[src/rtl/sonar_tof_meter.sv]
`default_nettype none
// ============================================================================
// sonar_tof_meter : transmit burst, blanking, debounced echo listen, ToF result
// Revision 1.0
// ============================================================================
module sonar_tof_meter #(
  parameter int CNT_W        = 16,
  parameter int DEB          = 3,
  parameter int BURST_CYCLES = 8,
  parameter int HALF_W       = 8
) (
  input  logic              clk,
  input  logic              rst,
  input  logic              ce_pcm,
  input  logic              start,
  input  logic              abort,
  input  logic              cmp,
  input  logic [HALF_W-1:0] tx_half,
  input  logic [CNT_W-1:0]  blank_len,
  input  logic [CNT_W-1:0]  timeout_len,
  output logic              tx_out,
  output logic              busy,
  output logic              valid,
  output logic [CNT_W-1:0]  tof,
  output logic              timeout
);

  localparam int                c_NH_W      = $clog2(2 * BURST_CYCLES + 1);
  localparam logic [c_NH_W-1:0] c_LAST_HALF = c_NH_W'(2 * BURST_CYCLES - 1);
  localparam logic [3:0]        c_DEB       = 4'(DEB);
  localparam logic [CNT_W-1:0]  c_CNT_MAX   = '1;

  typedef enum logic [2:0] {
    S_IDLE   = 3'd0,
    S_BURST  = 3'd1,
    S_BLANK  = 3'd2,
    S_LISTEN = 3'd3,
    S_DONE   = 3'd4
  } state_t;

  state_t            r_state;
  state_t            w_state_nxt;

  logic [CNT_W-1:0]  r_cnt;
  logic [CNT_W-1:0]  r_hit_tick;
  logic [CNT_W-1:0]  r_tof;
  logic [3:0]        r_deb;
  logic [HALF_W-1:0] r_tx_half;
  logic [HALF_W-1:0] r_half_cnt;
  logic [c_NH_W-1:0] r_nhalf;
  logic              r_tx_out;
  logic              r_busy;
  logic              r_valid;
  logic              r_timeout;

  logic [CNT_W-1:0]  w_cnt_inc;
  logic [CNT_W-1:0]  w_hit_val;
  logic [3:0]        w_deb_inc;
  logic              w_run;
  logic              w_accept;
  logic              w_half_end;
  logic              w_burst_end;
  logic              w_echo;
  logic              w_tout;
  logic              w_blank_done;

  assign w_run        = (r_state == S_BURST) || (r_state == S_BLANK) || (r_state == S_LISTEN);
  assign w_accept     = ((r_state == S_IDLE) || (r_state == S_DONE)) && start && !abort;
  assign w_cnt_inc    = (r_cnt == c_CNT_MAX) ? r_cnt : r_cnt + CNT_W'(1);
  assign w_deb_inc    = r_deb + 4'd1;
  // The first high sample of a run captures the tick it occurred on.
  assign w_hit_val    = (r_deb == 4'd0) ? w_cnt_inc : r_hit_tick;
  assign w_half_end   = (r_half_cnt == r_tx_half);
  assign w_burst_end  = (r_state == S_BURST) && w_half_end && (r_nhalf == c_LAST_HALF);
  assign w_echo       = (r_state == S_LISTEN) && ce_pcm && cmp && (w_deb_inc == c_DEB);
  // An echo qualifying on the same sample takes precedence over the timeout.
  assign w_tout       = ((r_state == S_BLANK) || (r_state == S_LISTEN)) && ce_pcm &&
                        (w_cnt_inc >= timeout_len) && !w_echo;
  assign w_blank_done = (r_state == S_BLANK) && ce_pcm && (w_cnt_inc >= blank_len);

  always_comb begin
    w_state_nxt = r_state;
    case (r_state)
      S_IDLE, S_DONE: begin
        if (w_accept) w_state_nxt = S_BURST;
      end
      S_BURST: begin
        if (abort)            w_state_nxt = S_IDLE;
        else if (w_burst_end) w_state_nxt = S_BLANK;
      end
      S_BLANK: begin
        if (abort)             w_state_nxt = S_IDLE;
        else if (w_tout)       w_state_nxt = S_DONE;
        else if (w_blank_done) w_state_nxt = S_LISTEN;
      end
      S_LISTEN: begin
        if (abort)                 w_state_nxt = S_IDLE;
        else if (w_echo || w_tout) w_state_nxt = S_DONE;
      end
      default: w_state_nxt = S_IDLE;
    endcase
  end

  always_ff @(posedge clk) begin
    if (rst) begin
      r_state <= S_IDLE;
      r_busy  <= 1'b0;
    end else begin
      r_state <= w_state_nxt;
      r_busy  <= (w_state_nxt == S_BURST) || (w_state_nxt == S_BLANK) ||
                 (w_state_nxt == S_LISTEN);
    end
  end

  always_ff @(posedge clk) begin
    if (rst) begin
      r_cnt      <= '0;
      r_hit_tick <= '0;
      r_tof      <= '0;
      r_deb      <= '0;
      r_tx_half  <= '0;
      r_half_cnt <= '0;
      r_nhalf    <= '0;
      r_tx_out   <= 1'b0;
      r_valid    <= 1'b0;
      r_timeout  <= 1'b0;
    end else begin
      r_valid <= 1'b0;
      if (w_accept) begin
        // A ce_pcm on the accepting clock is already the first tick.
        r_cnt      <= ce_pcm ? CNT_W'(1) : '0;
        r_timeout  <= 1'b0;
        r_deb      <= '0;
        r_half_cnt <= '0;
        r_nhalf    <= '0;
        r_tx_half  <= tx_half;
        r_tx_out   <= 1'b1;
      end else if (w_run) begin
        if (ce_pcm) r_cnt <= w_cnt_inc;
        if (abort) begin
          r_tx_out <= 1'b0;
        end else begin
          case (r_state)
            S_BURST: begin
              if (w_half_end) begin
                r_half_cnt <= '0;
                r_nhalf    <= r_nhalf + c_NH_W'(1);
                r_tx_out   <= w_burst_end ? 1'b0 : ~r_tx_out;
              end else begin
                r_half_cnt <= r_half_cnt + HALF_W'(1);
              end
            end
            S_LISTEN: begin
              if (ce_pcm) begin
                if (cmp) begin
                  r_deb      <= w_deb_inc;
                  r_hit_tick <= w_hit_val;
                end else begin
                  r_deb <= '0;
                end
              end
            end
            default: ;
          endcase
          if (w_echo) begin
            r_tof     <= w_hit_val;
            r_timeout <= 1'b0;
            r_valid   <= 1'b1;
          end else if (w_tout) begin
            r_tof     <= timeout_len;
            r_timeout <= 1'b1;
            r_valid   <= 1'b1;
          end
        end
      end
    end
  end

  assign tx_out  = r_tx_out;
  assign busy    = r_busy;
  assign valid   = r_valid;
  assign tof     = r_tof;
  assign timeout = r_timeout;

endmodule
`default_nettype wire
[config.mk]
export PLATFORM = sky130hd
export DESIGN_NAME = sonar_tof_meter
export DESIGN_NICKNAME = d
export VERILOG_FILES = /design/src/rtl/sonar_tof_meter.sv
export SDC_FILE = /design/constraint.sdc
export NUM_CORES = 1
export LEC_CHECK = 0
export CORE_AREA = 2 2 159 99
export DETAILED_ROUTE_END_ITERATION = 12
export DIE_AREA = 0 0 161 101
export GPL_ROUTABILITY_DRIVEN = 1
export PLACE_DENSITY_LB_ADDON = 0.2
export SYNTH_ARGS = -nofsm -noshare
export SYNTH_HDL_FRONTEND = slang
export SYNTH_SLANG_ARGS = --single-unit
[constraint.sdc]
create_clock -name clk -period 4.5 [get_ports clk]
set_input_delay 0.45 -clock clk [delete_from_list [all_inputs] [get_ports clk]]
set_output_delay 0.45 -clock clk [all_outputs]
set_load 0.01 [all_outputs]
==> flow_metrics.env <==
export IMPL_pwr_density_cell_nw_per_um2=259.2
export IMPL_outcome="complete, no violations"
export IMPL_critPathKind="reg2reg"
export IMPL_synth_cells=647
export IMPL_clock_sinks=80
export IMPL_multiInputGateArea_um2=3228
export IMPL_areaGrowthSynthToFinish_pct=22.54
export IMPL_drc=0
export IMPL_synth_top_area_frac=0.3136
export IMPL_crit_path_start_kind="flip-flop"
export IMPL_yosys_top_cells_area="dfxtp_1 (31%), ha_1 (9.6%), nand2_1 (7.1%), a21oi_1 (6.2%), nor2_1 (4.3%)"
export IMPL_worstPathCellList="ha_1 > nand3_1 > nor3_1 > mux2_2 > ha_1 > nand2_1 > o21ai_0 > a221o_1 > or2_1 > o21ai_4 > mux2_4"
export IMPL_die_x_um=161
export IMPL_root_buffer="clkbuf_16"
export IMPL_seq_area_um2=1602
export IMPL_die_area_um2=16260
export IMPL_clock_fmax_ghz=0.2485
export IMPL_ios=66
export IMPL_fin_nets=790
export IMPL_power_leakage_nw=2.592
export IMPL_crit_path_max_fanout=10
export IMPL_finalSetupTns_ns=0
export IMPL_yosys_cell_types_count=75
export IMPL_dr_total_vias=4908
export IMPL_power_frac_comb=0.095
export IMPL_cp_buffers_inverters=0
export IMPL_die_h_um=101
export IMPL_synth_edf_count=0
export IMPL_min_path_type="reg2reg"
export IMPL_detail_route_wl_per_cell_um=18.49
export IMPL_track_usage=0.2099
export IMPL_cts_buffers=9
export IMPL_max_slew_margin=0.2354
export IMPL_path_clk_slew_ns=0.06
export IMPL_finalMaxSlewViolations=0
export IMPL_wl_um=16840
export IMPL_finalSetupViolations=0
export IMPL_grt_ovfl_total=0
export IMPL_antenna_found_initial=0
export IMPL_grt_pass1_vias=4560
export IMPL_crit_path_frequent_cell="ha_1"
export IMPL_rsz0062_at_grt="false"
export IMPL_antennaDiodeCount=0
export IMPL_yosys_warnings=0
export IMPL_cts_resized=0
export IMPL_drv_cap=0
export IMPL_rows=35
export IMPL_worst_ep_arrival_time_ns=4.25
export IMPL_netSwitchingFraction=0.2358
export IMPL_antenna_left=0
export IMPL_post_route_period_util=0.8942
export IMPL_core_area_um2=14890
export IMPL_clock_latency_ns=0.34
export IMPL_fin_ws_ns=0.4761
export IMPL_drt_iter0_markers=384
export IMPL_postCtsHoldBufs=0
export IMPL_drive_above_1_share=0.07486
export IMPL_detail_route_vias_per_cell=5.387
export IMPL_io_buffers=65
export IMPL_ys_async_sr_fraction=0
export IMPL_power_frac_seq=0.444
export IMPL_first_pass_iters=6
export IMPL_synth_flop_cell="dfxtp_1"
export IMPL_clock_path_buffers=2
export IMPL_nFillCells=1550
export IMPL_final_hold_viol_count=0
export IMPL_crit_slowest_cell="nor3_1"
export IMPL_slowest_delay_ns=0.52
export IMPL_hpwl_um=12670
export IMPL_pwr_share_clk=0.461
export IMPL_ir_drop_uv=139.0
export IMPL_p_sw_mw=0.3825
export IMPL_p_int_mw=1.240
export IMPL_gp_congestion=0.9475
export IMPL_htreeDepth=3
export IMPL_place_ws_ns=0.5561
export IMPL_post_synth_cell_area_avg_um2=7.892
export IMPL_cts_tree="yes"
export IMPL_fin_crit_ns=4.024
export IMPL_skew_ns=0.005511
export IMPL_seq_area_frac_synth=0.3136
export IMPL_critPathRequiredTime_ns=4.73
export IMPL_synthesis_nets=732
export IMPL_synth_area_um2=5106
export IMPL_grt_pass1_wl_um=26050
export IMPL_post_cts_buffers=0
export IMPL_start_util=0.3429
export IMPL_synth_seq_cells=80
export IMPL_synth_top_cell_by_area="dfxtp_1"
export IMPL_endpoint_kind="flip-flop"
export IMPL_tightest_slew_ns=1.118
export IMPL_grt_max_degree=58
export IMPL_cp_top_family="simple AND/OR/NAND/NOR gates"
## power groups by stage
stage               registers [mW]  logic, mW  clock network (mW)
finish                       0.721      0.154               0.747
global route                 0.722      0.170               0.795
CTS                          0.721      0.154               0.767
detailed placement           0.737      0.153                   0
global placement             0.736      0.151                   0
floorplan                    0.736     0.0796                   0
## synth_stat cells, types with 6 or more instances
cell type  instances
o21ai_0           12
xor2_1            19
nor2_1            58
ha_1              39
inv_1             40
nand2b_1           7
a221oi_1           6
a211oi_1           8
nor3_1            15
xnor2_1            6
and3_1            10
clkbuf_1          20
o211ai_1           6
mux2i_1           12
nand4_1           11
nand3_1           38
nand2_1           97
dfxtp_1           80
a21oi_1           63
## metrics by stage
step / cell area, µm² / hold slack [ns] / utilization / power, mW / cells
finish: 6257 / 0.4604 / 0.4203 / 1.622 / 911
global route: 6257 / 0.4787 / 0.4203 / 1.686 / 911
global placement: 5962 / 0.4414 / 0.4004 / 0.8878 / 897
floorplan: 5106 / 0.4319 / - / 0.8151 / 647
detailed placement: 5962 / 0.4493 / 0.4004 / 0.8891 / 897
CTS: 6257 / 0.4606 / 0.4203 / 1.642 / 911
## area by class of cell
cell class | instances | share of cell area
Multi-Input combinational cell | 498 | 0.5159
Sequential cell | 80 | 0.2559
Timing Repair Buffer | 76 | 0.1164
Tap cell | 203 | 0.04059
Clock buffer | 11 | 0.04039
Inverter | 40 | 0.02400
Clock inverter | 3 | 0.006799
## worst min-delay path: cells and delay by family, from the launching register on
kind / cells / cell delay [ns]
compound gates: 1 / 0.05
flops: 1 / 0.31
simple gates: 1 / 0.05
## sequential cells by signal, indices dropped and copies added, names as in the netlist
signal and count:
busy 1, r_cnt 16, r_deb 4, r_half_cnt 8, r_hit_tick 16, r_nhalf 5
r_state 3, r_tx_half 8, timeout 1, tof 16, tx_out 1, valid 1
## cells in the final DEF (no fill, tap or decap), drive strengths merged, types with 5 or more instances in the layout
cell type	n
a211oi	8
a21oi	63
a221oi	7
a31oi	5
and3	11
and4	5
buf	12
clkbuf	11
clkdlybuf4s50	64
dfxtp	80
ha	39
inv	40
mux2	6
mux2i	12
nand2	97
nand2b	8
nand3	40
nand4	11
nor2	60
nor3	17
nor4	7
o211ai	6
o21ai	14
or3	6
xnor2	7
xor2	19
## metal layers
metal / global-route usage / part of all wire / wire length (µm)
met2: 0.2872 / 0.38 / 6459
met4: 0.05082 / 0.014 / 235
met1: 0.3085 / 0.51 / 8614
met3: 0.07487 / 0.091 / 1535
met5: 0 / 0 / 0
## final timing paths
check | from | to | slack (ns) | depth (start not counted)
setup / recovery | r_cnt[0] | tof[4] | 0.48 | 11
hold / removal | r_hit_tick[12] | r_hit_tick[12] | 0.46 | 2
setup reg to reg | r_cnt[0] | tof[4] | 0.48 | 11
hold reg to reg | r_hit_tick[12] | r_hit_tick[12] | 0.46 | 2
## cell families after synthesis
logic type                 count (synthesis)  synth area share
adders and majority gates                 39           0.09557
buffers and inverters                     69           0.05513
AOI/OAI and AO/OA                        136            0.1784
DFF                                       80            0.3136
xor gates and xnor gates                  26           0.04607
and+or+nand+nor                          279            0.2722
muxes                                     18           0.03896
(Power assumes the default switching activity.)
